===== src/rtl/dram_request_arbiter.sv =====
// Arbitrates I-cache and D-cache line requests onto a single DRAM port with
// one transaction in flight, round-robin tie-breaking and a response timeout.
module dram_request_arbiter #(
  parameter int ADDR_WIDTH     = 32,
  parameter int LINE_WIDTH     = 128,
  parameter int TIMEOUT_CYCLES = 1024
) (
  input  logic                  clk,
  input  logic                  negResetIn,
  input  logic                  icReqValid,
  output logic                  icReqReady,
  input  logic [ADDR_WIDTH-1:0] icReqAddr,
  output logic                  icRespValid,
  output logic [LINE_WIDTH-1:0] icRespData,
  input  logic                  dcReqValid,
  output logic                  dcReqReady,
  input  logic                  dcReqWrite,
  input  logic [ADDR_WIDTH-1:0] dcReqAddr,
  input  logic [LINE_WIDTH-1:0] dcReqData,
  output logic                  dcRespValid,
  output logic [LINE_WIDTH-1:0] dcRespData,
  output logic                  memReqValid,
  output logic                  memReqWrite,
  output logic [ADDR_WIDTH-1:0] memReqAddr,
  output logic [LINE_WIDTH-1:0] memReqData,
  input  logic                  memReqReady,
  input  logic                  memRespValid,
  input  logic [LINE_WIDTH-1:0] memRespData,
  output logic                  busy,
  output logic                  timeoutErr
);

  localparam int TIMER_WIDTH = (TIMEOUT_CYCLES > 1) ? $clog2(TIMEOUT_CYCLES) : 1;
  localparam logic [TIMER_WIDTH-1:0] TIMER_LAST = TIMER_WIDTH'(TIMEOUT_CYCLES - 1);

  typedef enum logic [1:0] {IDLE, ISSUE, WAIT} state_t;

  state_t                  state_reg, state_next;
  logic [ADDR_WIDTH-1:0]   addr_reg, addr_next;
  logic                    write_reg, write_next;
  logic [LINE_WIDTH-1:0]   data_reg, data_next;
  logic                    owner_reg, owner_next;     // 1 = D-cache
  logic                    rr_ptr_reg, rr_ptr_next;   // 1 = D-cache wins a tie
  logic [TIMER_WIDTH-1:0]  timer_reg, timer_next;
  logic                    timeout_err_reg, timeout_err_next;
  logic                    ic_resp_valid_reg, ic_resp_valid_next;
  logic                    dc_resp_valid_reg, dc_resp_valid_next;
  logic [LINE_WIDTH-1:0]   ic_resp_data_reg, ic_resp_data_next;
  logic [LINE_WIDTH-1:0]   dc_resp_data_reg, dc_resp_data_next;

  logic                    dc_sel;
  logic                    ic_grant, dc_grant;
  logic                    finish;
  logic [LINE_WIDTH-1:0]   finish_data;

  assign dc_sel   = dcReqValid && (!icReqValid || rr_ptr_reg);
  assign ic_grant = (state_reg == IDLE) && icReqValid && !dc_sel;
  assign dc_grant = (state_reg == IDLE) && dc_sel;

  // Readys are gated by reset so every output is low while reset is held.
  assign icReqReady  = ic_grant && negResetIn;
  assign dcReqReady  = dc_grant && negResetIn;
  assign memReqValid = (state_reg == ISSUE);
  assign memReqWrite = write_reg;
  assign memReqAddr  = addr_reg;
  assign memReqData  = data_reg;
  assign busy        = (state_reg != IDLE);
  assign timeoutErr  = timeout_err_reg;
  assign icRespValid = ic_resp_valid_reg;
  assign icRespData  = ic_resp_data_reg;
  assign dcRespValid = dc_resp_valid_reg;
  assign dcRespData  = dc_resp_data_reg;

  always_ff @(posedge clk or negedge negResetIn) begin
    if (!negResetIn) begin
      state_reg         <= IDLE;
      addr_reg          <= '0;
      write_reg         <= 1'b0;
      data_reg          <= '0;
      owner_reg         <= 1'b0;
      rr_ptr_reg        <= 1'b0;
      timer_reg         <= '0;
      timeout_err_reg   <= 1'b0;
      ic_resp_valid_reg <= 1'b0;
      dc_resp_valid_reg <= 1'b0;
      ic_resp_data_reg  <= '0;
      dc_resp_data_reg  <= '0;
    end else begin
      state_reg         <= state_next;
      addr_reg          <= addr_next;
      write_reg         <= write_next;
      data_reg          <= data_next;
      owner_reg         <= owner_next;
      rr_ptr_reg        <= rr_ptr_next;
      timer_reg         <= timer_next;
      timeout_err_reg   <= timeout_err_next;
      ic_resp_valid_reg <= ic_resp_valid_next;
      dc_resp_valid_reg <= dc_resp_valid_next;
      ic_resp_data_reg  <= ic_resp_data_next;
      dc_resp_data_reg  <= dc_resp_data_next;
    end
  end

  always_comb begin
    state_next         = state_reg;
    addr_next          = addr_reg;
    write_next         = write_reg;
    data_next          = data_reg;
    owner_next         = owner_reg;
    rr_ptr_next        = rr_ptr_reg;
    timer_next         = timer_reg;
    timeout_err_next   = timeout_err_reg;
    ic_resp_valid_next = 1'b0;
    dc_resp_valid_next = 1'b0;
    ic_resp_data_next  = ic_resp_data_reg;
    dc_resp_data_next  = dc_resp_data_reg;
    finish             = 1'b0;
    finish_data        = '0;

    case (state_reg)
      IDLE: begin
        if (dc_grant) begin
          addr_next  = dcReqAddr;
          write_next = dcReqWrite;
          data_next  = dcReqData;
          owner_next = 1'b1;
          state_next = ISSUE;
        end else if (ic_grant) begin
          addr_next  = icReqAddr;
          write_next = 1'b0;
          data_next  = '0;
          owner_next = 1'b0;
          state_next = ISSUE;
        end
      end
      ISSUE: begin
        if (memReqReady) begin
          state_next = WAIT;
          timer_next = '0;
        end
      end
      WAIT: begin
        // A response arriving on the last timer cycle beats the timeout.
        if (memRespValid) begin
          finish      = 1'b1;
          finish_data = memRespData;
        end else if (timer_reg == TIMER_LAST) begin
          finish           = 1'b1;
          timeout_err_next = 1'b1;
        end else begin
          timer_next = timer_reg + TIMER_WIDTH'(1);
        end
      end
      default: state_next = IDLE;
    endcase

    if (finish) begin
      state_next  = IDLE;
      rr_ptr_next = !owner_reg;
      if (owner_reg) begin
        dc_resp_valid_next = 1'b1;
        dc_resp_data_next  = finish_data;
      end else begin
        ic_resp_valid_next = 1'b1;
        ic_resp_data_next  = finish_data;
      end
    end
  end

endmodule


===== config.mk =====
export PLATFORM = sky130hd
export DESIGN_NAME = dram_request_arbiter
export DESIGN_NICKNAME = d
export VERILOG_FILES = /design/src/rtl/dram_request_arbiter.sv
export SDC_FILE = /design/constraint.sdc
export NUM_CORES = 1
export LEC_CHECK = 0
export ABC_AREA = 1
export CELL_PAD_IN_SITES_DETAIL_PLACEMENT = 1
export CELL_PAD_IN_SITES_GLOBAL_PLACEMENT = 2
export CORE_AREA = 8 8 286 288
export CTS_CLUSTER_DIAMETER = 80
export CTS_CLUSTER_SIZE = 8
export DETAILED_ROUTE_END_ITERATION = 8
export DIE_AREA = 0 0 294 296
export DONT_BUFFER_PORTS = 1
export GPL_TIMING_DRIVEN = 0
export HOLD_SLACK_MARGIN = 0.15
export PLACE_DENSITY_LB_ADDON = 0.25
export SKIP_LAST_GASP = 1
export SLEW_MARGIN = 30
export SYNTH_ARGS = -nofsm -noshare
export SYNTH_HDL_FRONTEND = slang
export SYNTH_SLANG_ARGS = --single-unit

===== constraint.sdc =====
create_clock -name clk -period 2.7 [get_ports clk]
set_input_delay 0.135 -clock clk [delete_from_list [all_inputs] [get_ports clk]]
set_output_delay 0.135 -clock clk [all_outputs]
set_load 0.03 [all_outputs]

# Yosys cells after proc, flatten, opt, wreduce, memory -nomap -nowiden
# Index checks and enable logic that the tools add are counted.
[classes]
add_sub_neg = 1
n_eq_ne = 9
n_mux = 25
bitwise = 2
reduce_logical = 20
[op_table]
columns = ["op", "n"]
rows = [
  ["two-way mux 128 bit", 4],
  ["two-way mux 32 bit", 2],
  ["two-way mux 10 bit", 3],
  ["case mux 10 bit (2 select lines)", 1],
  ["adder 10 x 1 -> 10 bit (second input constant)", 1],
  ["== test 10 bit (second input constant)", 1],
  ["two-way mux 1 bit", 10],
  ["two-way mux 2 bit", 4],
  ["logical AND 1 bit", 6],
  ["!= test 2 bit (second input constant)", 3],
  ["case mux 2 bit (3 select lines)", 1],
  ["AND reduction 2 bit", 3],
  ["AND reduction 3 bit", 2],
  ["nonzero test 2 bit", 3],
  ["!= test 4 bit (second input constant)", 1],
  ["AND reduction 4 bit", 1],
  ["logical NOT 1 bit", 3],
  ["!= test 3 x 1 -> 1 bit (second input constant)", 1],
  ["== test 2 x 1 -> 1 bit (second input constant)", 1],
  ["== test 2 bit (second input constant)", 1],
  ["logical NOT 2 bit", 1],
  ["!= test 2 x 1 -> 1 bit (second input constant)", 1],
  ["NOT 1 bit", 2],
  ["logical OR 1 bit", 1],
]
[totals]
ff_bits = 434

# Logic depth before layout (Yosys ltp)
# Gate-level depths: netlist of the first run.
[logic_depth]
ltp_word = 9
ltp_mapped = 10
depth_no_buf = 8

# Worst setup path before layout of the first run
# Ideal clock, no wire load.
[synth_path]
path_type = "register -> register"
from = "register timer_reg[1]"
to = "register ic_resp_data_reg[107] (netlist: icRespData[107])"
setup_ns = 0.119
t_arrival_ns = 1.473
path_slack_ns = 1.108
stages_incl_launch_ff = 11
path_buffers = 2
cell_sequence = "dfrtp_1 > ha_1 > nand2_2 > nor2_2 > nand3_4 > nand2_4 > nand3_4 > buf_6 > buf_2 > nand2_1 > o21ai_2"
[synth_between]
elab_chain_len = 5
[synth_rtl]
columns = ["element", "line_no", "text"]
rows = [
  ["start: declaration", "44", "logic [TIMER_WIDTH-1:0] timer_reg, timer_next;"],
  ["start signal: assignment", "95", "timer_reg <= timer_next;"],
  ["== test 10 bit", "147", "end else if (timer_reg == TIMER_LAST) begin"],
  ["two-way mux 1 bit", "147", ""],
  ["two-way mux 1 bit", "144", "if (memRespValid) begin"],
  ["two-way mux 1 bit", "120", "case (state_reg)"],
  ["AND reduction 2 bit (no line)", "n/a", ""],
  ["end signal: assignment", "99", "ic_resp_data_reg <= ic_resp_data_next;"],
  ["end: declaration", "48", "logic [LINE_WIDTH-1:0] ic_resp_data_reg, ic_resp_data_next;"],
]
# No other way between the ends.
# A chain may end at the register's enable or synchronous reset.

# Final worst setup path of the first run
[layout_path]
from = "register state_reg[1]"
to = "register data_reg[108] (netlist: memReqData[108])"
[layout_between]
elab_chain_len = 5
[layout_rtl]
columns = ["element", "line_no", "text"]
rows = [
  ["start: declaration", "38", "state_t state_reg, state_next;"],
  ["start signal: assignment", "89", "state_reg <= state_next;"],
  ["logical NOT 2 bit (*)", "57, 58, 120", ""],
  ["logical AND 1 bit (2 in a row)", "57", "assign ic_grant = (state_reg == IDLE) && icReqValid && !dc_sel;"],
  ["nonzero test 2 bit (no line)", "n/a", ""],
  ["AND reduction 2 bit (no line)", "n/a", ""],
  ["end signal: assignment", "92", "data_reg <= data_next;"],
  ["end: declaration", "41", "logic [LINE_WIDTH-1:0] data_reg, data_next;"],
]
# Every way passes the cells marked *; elsewhere a longest branch is shown, timed or not.

==> metrics, run 1 <==
die area=approximately 87000 sq um; crit path launch=state_reg[1]; Max Cap Viol=0; FF+latch count, synth=~430; worst clock skew=0.0176 ns; critical path class=register to register; minimum clock period after layout=2.56 ns; Hold Path Class=primary input to asynchronous set/reset pin; syn avg cell area=11.1 sq um; Skew-Pair Late Insertion Delay=slightly above 0.6 ns; hold_ws=-0.764 ns; DRC=0; Clock Sinks=around 430; Distinct cells, synth=31; router iterations before antenna repair=4; crit share post-route=0.948; Top FF cell, synth=dfrtp_1; DRT Wirelength=79900 um; Top Ports=about 750; count of pins over their slew limit=286; fin cells=2993; reg2reg start=state_reg[1]; vias=13676; CTS tree=yes; Final nets=2266; Worst setup SP type=register; Ys Warns=0; First DRT Iteration DRCs=610; commonest non-fill, non-tap cell in the layout=nand2_1; initial antenna violation count=15; Synth Cell Area=17100 sq um; Longest Clk Path Bufs=3; Final Worst Setup Slack=0.141 ns; WL/cell=26.7 um; GPL Wtd Cong=0.819; placed cells=2580; RSZ-0062 raised after global routing=yes; worst r2r path cells=6; Slew @ Worst Pin=2.83 ns; pre-CTS setup slack=0.179 ns; failing checks=hold timing, slew limit; total negative slack=0 ns; number of synthesized flops with an enable pin=0; Inserted Clock Buffers=61; Max Clock Freq=391 MHz; largest net degree at the start of global routing=436; Core ar.=approximately 77000 sq um; Worst Setup EP=memReqData[108]; Die Wd=about 290 um; worst relative slew slack=-0.884; Design Power=approximately 26 mW; H-tree depth=2; Fillers=8541; Cells after Synth=1540; Critical Path AT=3.10 ns; Seq/Total Area, Yosys=0.635; vias in the first global route=15404; HPWL after detailed placement=59300 um; Post-Syn Nets=1868; gr ovfl total=0; first-pass GRT wire length=around 110000 um; CP endpoint kind=register; ys async rst share=1.00; Die Y=296 um; Syn-to-layout area delta=36.7%; ANT nets after route=0; share of cells above drive strength 1=0.162; # rows=approximately 100; CP Max Fanout=10; Port Buf Inserts=0; outcome=finished with violations; worst vdd ir=526 uV; commonest non-fill, non-tap cells in the layout=nand2_1, dfrtp_1, dlygate4sd3_1, o21ai_2, a22o_1; worst reg2reg endpoint=memReqData[108]; P_leak=a little over 10 nW; # hold bufs at CTS=around 340; Clk Tree Root Cell=clkbuf_16; Critical Path RT=3.24 ns; flop2flop setup slack=0.14 ns; via density per instance=4.57; Pwr Density=1120 nW/um^2; Initial Util=0.222; Total GRT Usage=0.177; CTS clk-pin slew, worst paths=0.05 ns; Hold Fails Final Rpt=434; Setup violations, final=0
## how the worst min path moves through the flow
| stage | from | end | slack, ns | depth (start not counted) |
|---|---|---|---|---|
| 6_report | negResetIn | dcRespData[100] | -0.76 | 0 |
| 4_1_cts | negResetIn | dcRespData[100] | -0.82 | 0 |
| 2_1_floorplan | negResetIn | dcRespData[0] | -0.16 | 0 |
| 5_1_grt | negResetIn | dcRespData[100] | -0.82 | 0 |
| 3_5_place_dp | negResetIn | dcRespData[100] | -0.15 | 0 |
| 3_3_place_gp | negResetIn | dcRespData[100] | -0.15 | 0 |
## cell usage after synthesis (2+ instances only)
cell	instances	area, sq um
a22o_1	129	1130
buf_2	45	225
buf_6	37	417
clkbuf_1	26	97.6
dfrtp_1	434	10900
inv_1	31	116
inv_2	3	11.3
nand2_1	441	1660
nand2_2	3	18.8
nand3_1	11	55.1
nand3_4	3	52.6
nor2_1	46	173
nor2_2	2	12.5
nor3_1	4	20.0
o21ai_0	73	365
o21ai_1	69	345
o21ai_2	149	1310
o22ai_1	20	125
xor2_1	2	17.5
## where the power goes
group / total (mW) / internal, mW / switching (mW)
clock: 6.77 / 3.98 / 2.80
combinational: 5.20 / 2.23 / 2.97
sequential: 14.2 / 8.31 / 5.88
## layer usage
layer / global-route usage / wire [um]
met2: 0.305 / 39600
met4: 0.0723 / 3440
met3: 0.0789 / 8410
met5: 0 / 42
met1: 0.188 / 28400
## stage by stage
stage / util / area [sq um]
6_report: 0.304 / 23400
5_1_grt: 0.304 / 23400
4_1_cts: 0.303 / 23400
3_5_place_dp: 0.239 / 18400
3_3_place_gp: 0.239 / 18400
2_1_floorplan: - / 17100
## what timing repair did
item                                   in CTS  in global routing
gates resized for setup                     0                  2
setup endpoints to repair                   0                  4
buffers inserted                            0                  0
endpoints found under the hold margin     865                434
## cells by family after synthesis
group           Yosys count  synth area share
simple gates            516             0.119
compound gates          443             0.192
flops                   434             0.635
buf+inv                 143            0.0511
xor+xnor                  3           0.00154
fa+ha+maj                 1          0.000731
## worst max-delay path, cell delays in order (launching register included)
cell and delay [ns]:
dfrtp_1 0.40, nor2_2 0.20, nand3_2 0.27, inv_2 0.30
clkbuf_1 0.50, a22o_1 0.24, dlygate4sd3_1 0.57
## final cells by class
type	count	area [sq um]	area share
Multi-Input combinational cell	963	5380	0.230
Buffer	109	749	0.0320
Clock buffer	62	1540	0.0659
Timing Repair Buffer	335	3350	0.143
Sequential cell	434	10900	0.464
Clock inverter	6	56.3	0.00241
Inverter	34	128	0.00546
Antenna cell	10	25.0	0.00107
Tap cell	1040	1300	0.0556
(Power assumes the default switching activity.)
==> run 2: changes to the inputs <==
--- a/config.mk
+++ b/config.mk
@@ -8,14 +8,13 @@
 export ABC_AREA = 1
 export CELL_PAD_IN_SITES_DETAIL_PLACEMENT = 1
 export CELL_PAD_IN_SITES_GLOBAL_PLACEMENT = 2
-export CORE_AREA = 8 8 286 288
+export CORE_AREA = 2 2 289 291
 export CTS_CLUSTER_DIAMETER = 80
 export CTS_CLUSTER_SIZE = 8
 export DETAILED_ROUTE_END_ITERATION = 8
-export DIE_AREA = 0 0 294 296
+export DIE_AREA = 0 0 291 293
 export DONT_BUFFER_PORTS = 1
 export GPL_TIMING_DRIVEN = 0
-export HOLD_SLACK_MARGIN = 0.15
 export PLACE_DENSITY_LB_ADDON = 0.25
 export SKIP_LAST_GASP = 1
 export SLEW_MARGIN = 30
==> metrics, run 2 (same netlist as run 1, synthesis figures left out) <==
crit share post-route=0.919 (-0.0289); Top Ports=751 (unchanged); DRC=0 (unchanged); Final nets=2255 (-0.49%); vias in the first global route=15257 (-0.95%); multi-input logic area=5370 sq um (about the same); count of pins over their slew limit=0 (-100%); Skew-Pair Late Insertion Delay=0.61 ns (about the same); gr ovfl total=0 (unchanged); Max Cap Viol=0 (unchanged); RSZ-0062 raised after global routing=no; Fillers=9139 (+7.0%); critical path class=register to register; via density per instance=4.55 (-0.33%); hold_ws=-0.779 ns (-0.0152 ns); critical path's largest stage delay=0.60 ns (+0.03 ns); Inserted Clock Buffers=61 (unchanged); register area=10900 sq um (unchanged); outcome=finished with violations; Longest Clk Path Bufs=3 (unchanged); Setup violations, final=0 (unchanged); Die Wd=291 um (-1.0%); # hold bufs at CTS=324 (-3.3%); die area=85300 sq um (-2.0%); worst vdd ir=740 uV (+41%); H-tree depth=2 (unchanged); fin cells=3008 (+0.50%); total negative slack=0 ns (unchanged); flop2flop setup slack=0.22 ns (+0.08 ns); Hold Path Class=primary input to asynchronous set/reset pin; Hold Fails Final Rpt=434 (unchanged); initial antenna violation count=16 (+1); Final Cell Area=23300 sq um (-0.31%); CP Max Fanout=10 (unchanged); router iterations before antenna repair=4 (unchanged); commonest non-fill, non-tap cells in the layout=nand2_1, dfrtp_1, dlygate4sd3_1, o21ai_2, a22o_1; CTS clk-pin slew, worst paths=0.06 ns (about the same); First DRT Iteration DRCs=587 (-3.8%); Clk Tree Root Cell=clkbuf_16; P_leak=10.2 nW (-0.62%); Core ar.=81800 sq um (+6.4%); Slowest cell on crit path=dlygate4sd3_1; DRT Wirelength=78000 um (-2.4%); GPL Wtd Cong=0.845 (+3.2%); WL/cell=25.9 um (-2.9%); CTS tree=yes; Pwr Density=1130 nW/um^2 (+0.71%); minimum clock period after layout=2.48 ns (-0.0780 ns); Cell Area, Placed=18400 sq um (+0.20%); first-pass GRT wire length=113000 um (-1.5%); Max Clock Freq=403 MHz (+3.1%); Slew @ Worst Pin=1.44 ns (-1.39 ns); Critical Path RT=3.24 ns (about the same); Worst setup SP type=register; share of cells above drive strength 1=0.162 (+0.000836); worst clock skew=0.0191 ns (+0.00146 ns); vias=13699 (+0.17%); Setup Buffers After CTS=0 (unchanged); largest net degree at the start of global routing=436 (unchanged); # rows=105 (+2.9%); Initial Util=0.209 (-0.0133); ANT nets after route=0 (unchanged); worst relative slew slack=0.0429 (+0.927); Die Y=293 um (-1.0%); Clock Sinks=434 (unchanged); Total GRT Usage=0.178 (+0.00144); commonest non-fill, non-tap cell in the layout=nand2_1; crit path cell chain=nor2_2 > nand3_2 > clkinv_2 > buf_2 > nor3_1 > nor2_1 > dlygate4sd3_1; Syn-to-layout area delta=36.3%; Port Buf Inserts=0 (unchanged); CP endpoint kind=register; failing checks=hold timing; Critical Path AT=3.02 ns (-0.08 ns); HPWL after detailed placement=57100 um (-3.7%); placed cells=2610 (+1.2%)
[run 2: timing repair]
action | 4_1_cts | 5_1_grt
gates resized for setup | 0 | 3
endpoints found under the setup margin | 0 | 6
hold endpoints to repair | 862 | 434
[run 2: metrics by stage]
step / hold slack [ns] / power, mW / worst slack, ns / utilization
after floorplan: -0.161 / 16.4 / 1.11 / -
after global placement: -0.149 / 18.7 / 0.148 / 0.225
after detailed placement: -0.151 / 18.8 / 0.143 / 0.225
after CTS: -0.826 / 26.5 / 0.104 / 0.285
after global routing: -0.826 / 27.5 / 0.0259 / 0.285
final: -0.779 / 26.3 / 0.219 / 0.285
[run 2: layer usage]
metal	up-vias	track usage	share of wire	wire length [um]
met1	6970	0.186	0.36	27800
li1	5982	-	-	-
met4	6	0.0637	0.038	2970
met5	-	0	0.00047	37
met2	608	0.327	0.52	40400
met3	133	0.0653	0.087	6760
[run 2: final cells by class]
cell class | count | share of cell area
Clock buffer | 63 | 0.0658
Multi-Input combinational cell | 963 | 0.230
Inverter | 34 | 0.00553
Timing Repair Buffer | 324 | 0.139
Tap cell | 1070 | 0.0574
Antenna cell | 5 | 0.000537
Sequential cell | 434 | 0.466
Buffer | 109 | 0.0321
Clock inverter | 6 | 0.00343
[run 2: power breakdown]
group	internal (mW)	switching, mW
Clock	4.05	2.90
Sequential	8.31	5.89
Combinational	2.16	2.96
Total	14.5	11.7
[run 2: path summary, 6_finish.rpt]
check,from,endpoint,cells past startpoint
worst max-delay path,state_reg[1],memReqAddr[3],7
worst min-delay path,negResetIn,icRespData[60],0
worst max register to register,state_reg[1],memReqAddr[3],7
worst min register to register,timer_reg[1],timer_reg[1],2
max in group asynchronous,negResetIn,memReqAddr[2],0
min in group clk,dcReqData[24],memReqData[24],2
[run 2: critical path: cells and delay by family (launching register included)]
kind                   cells  cell delay [ns]
buffers and inverters      3             1.27
DFF                        1             0.40
and+or+nand+nor            4             0.73
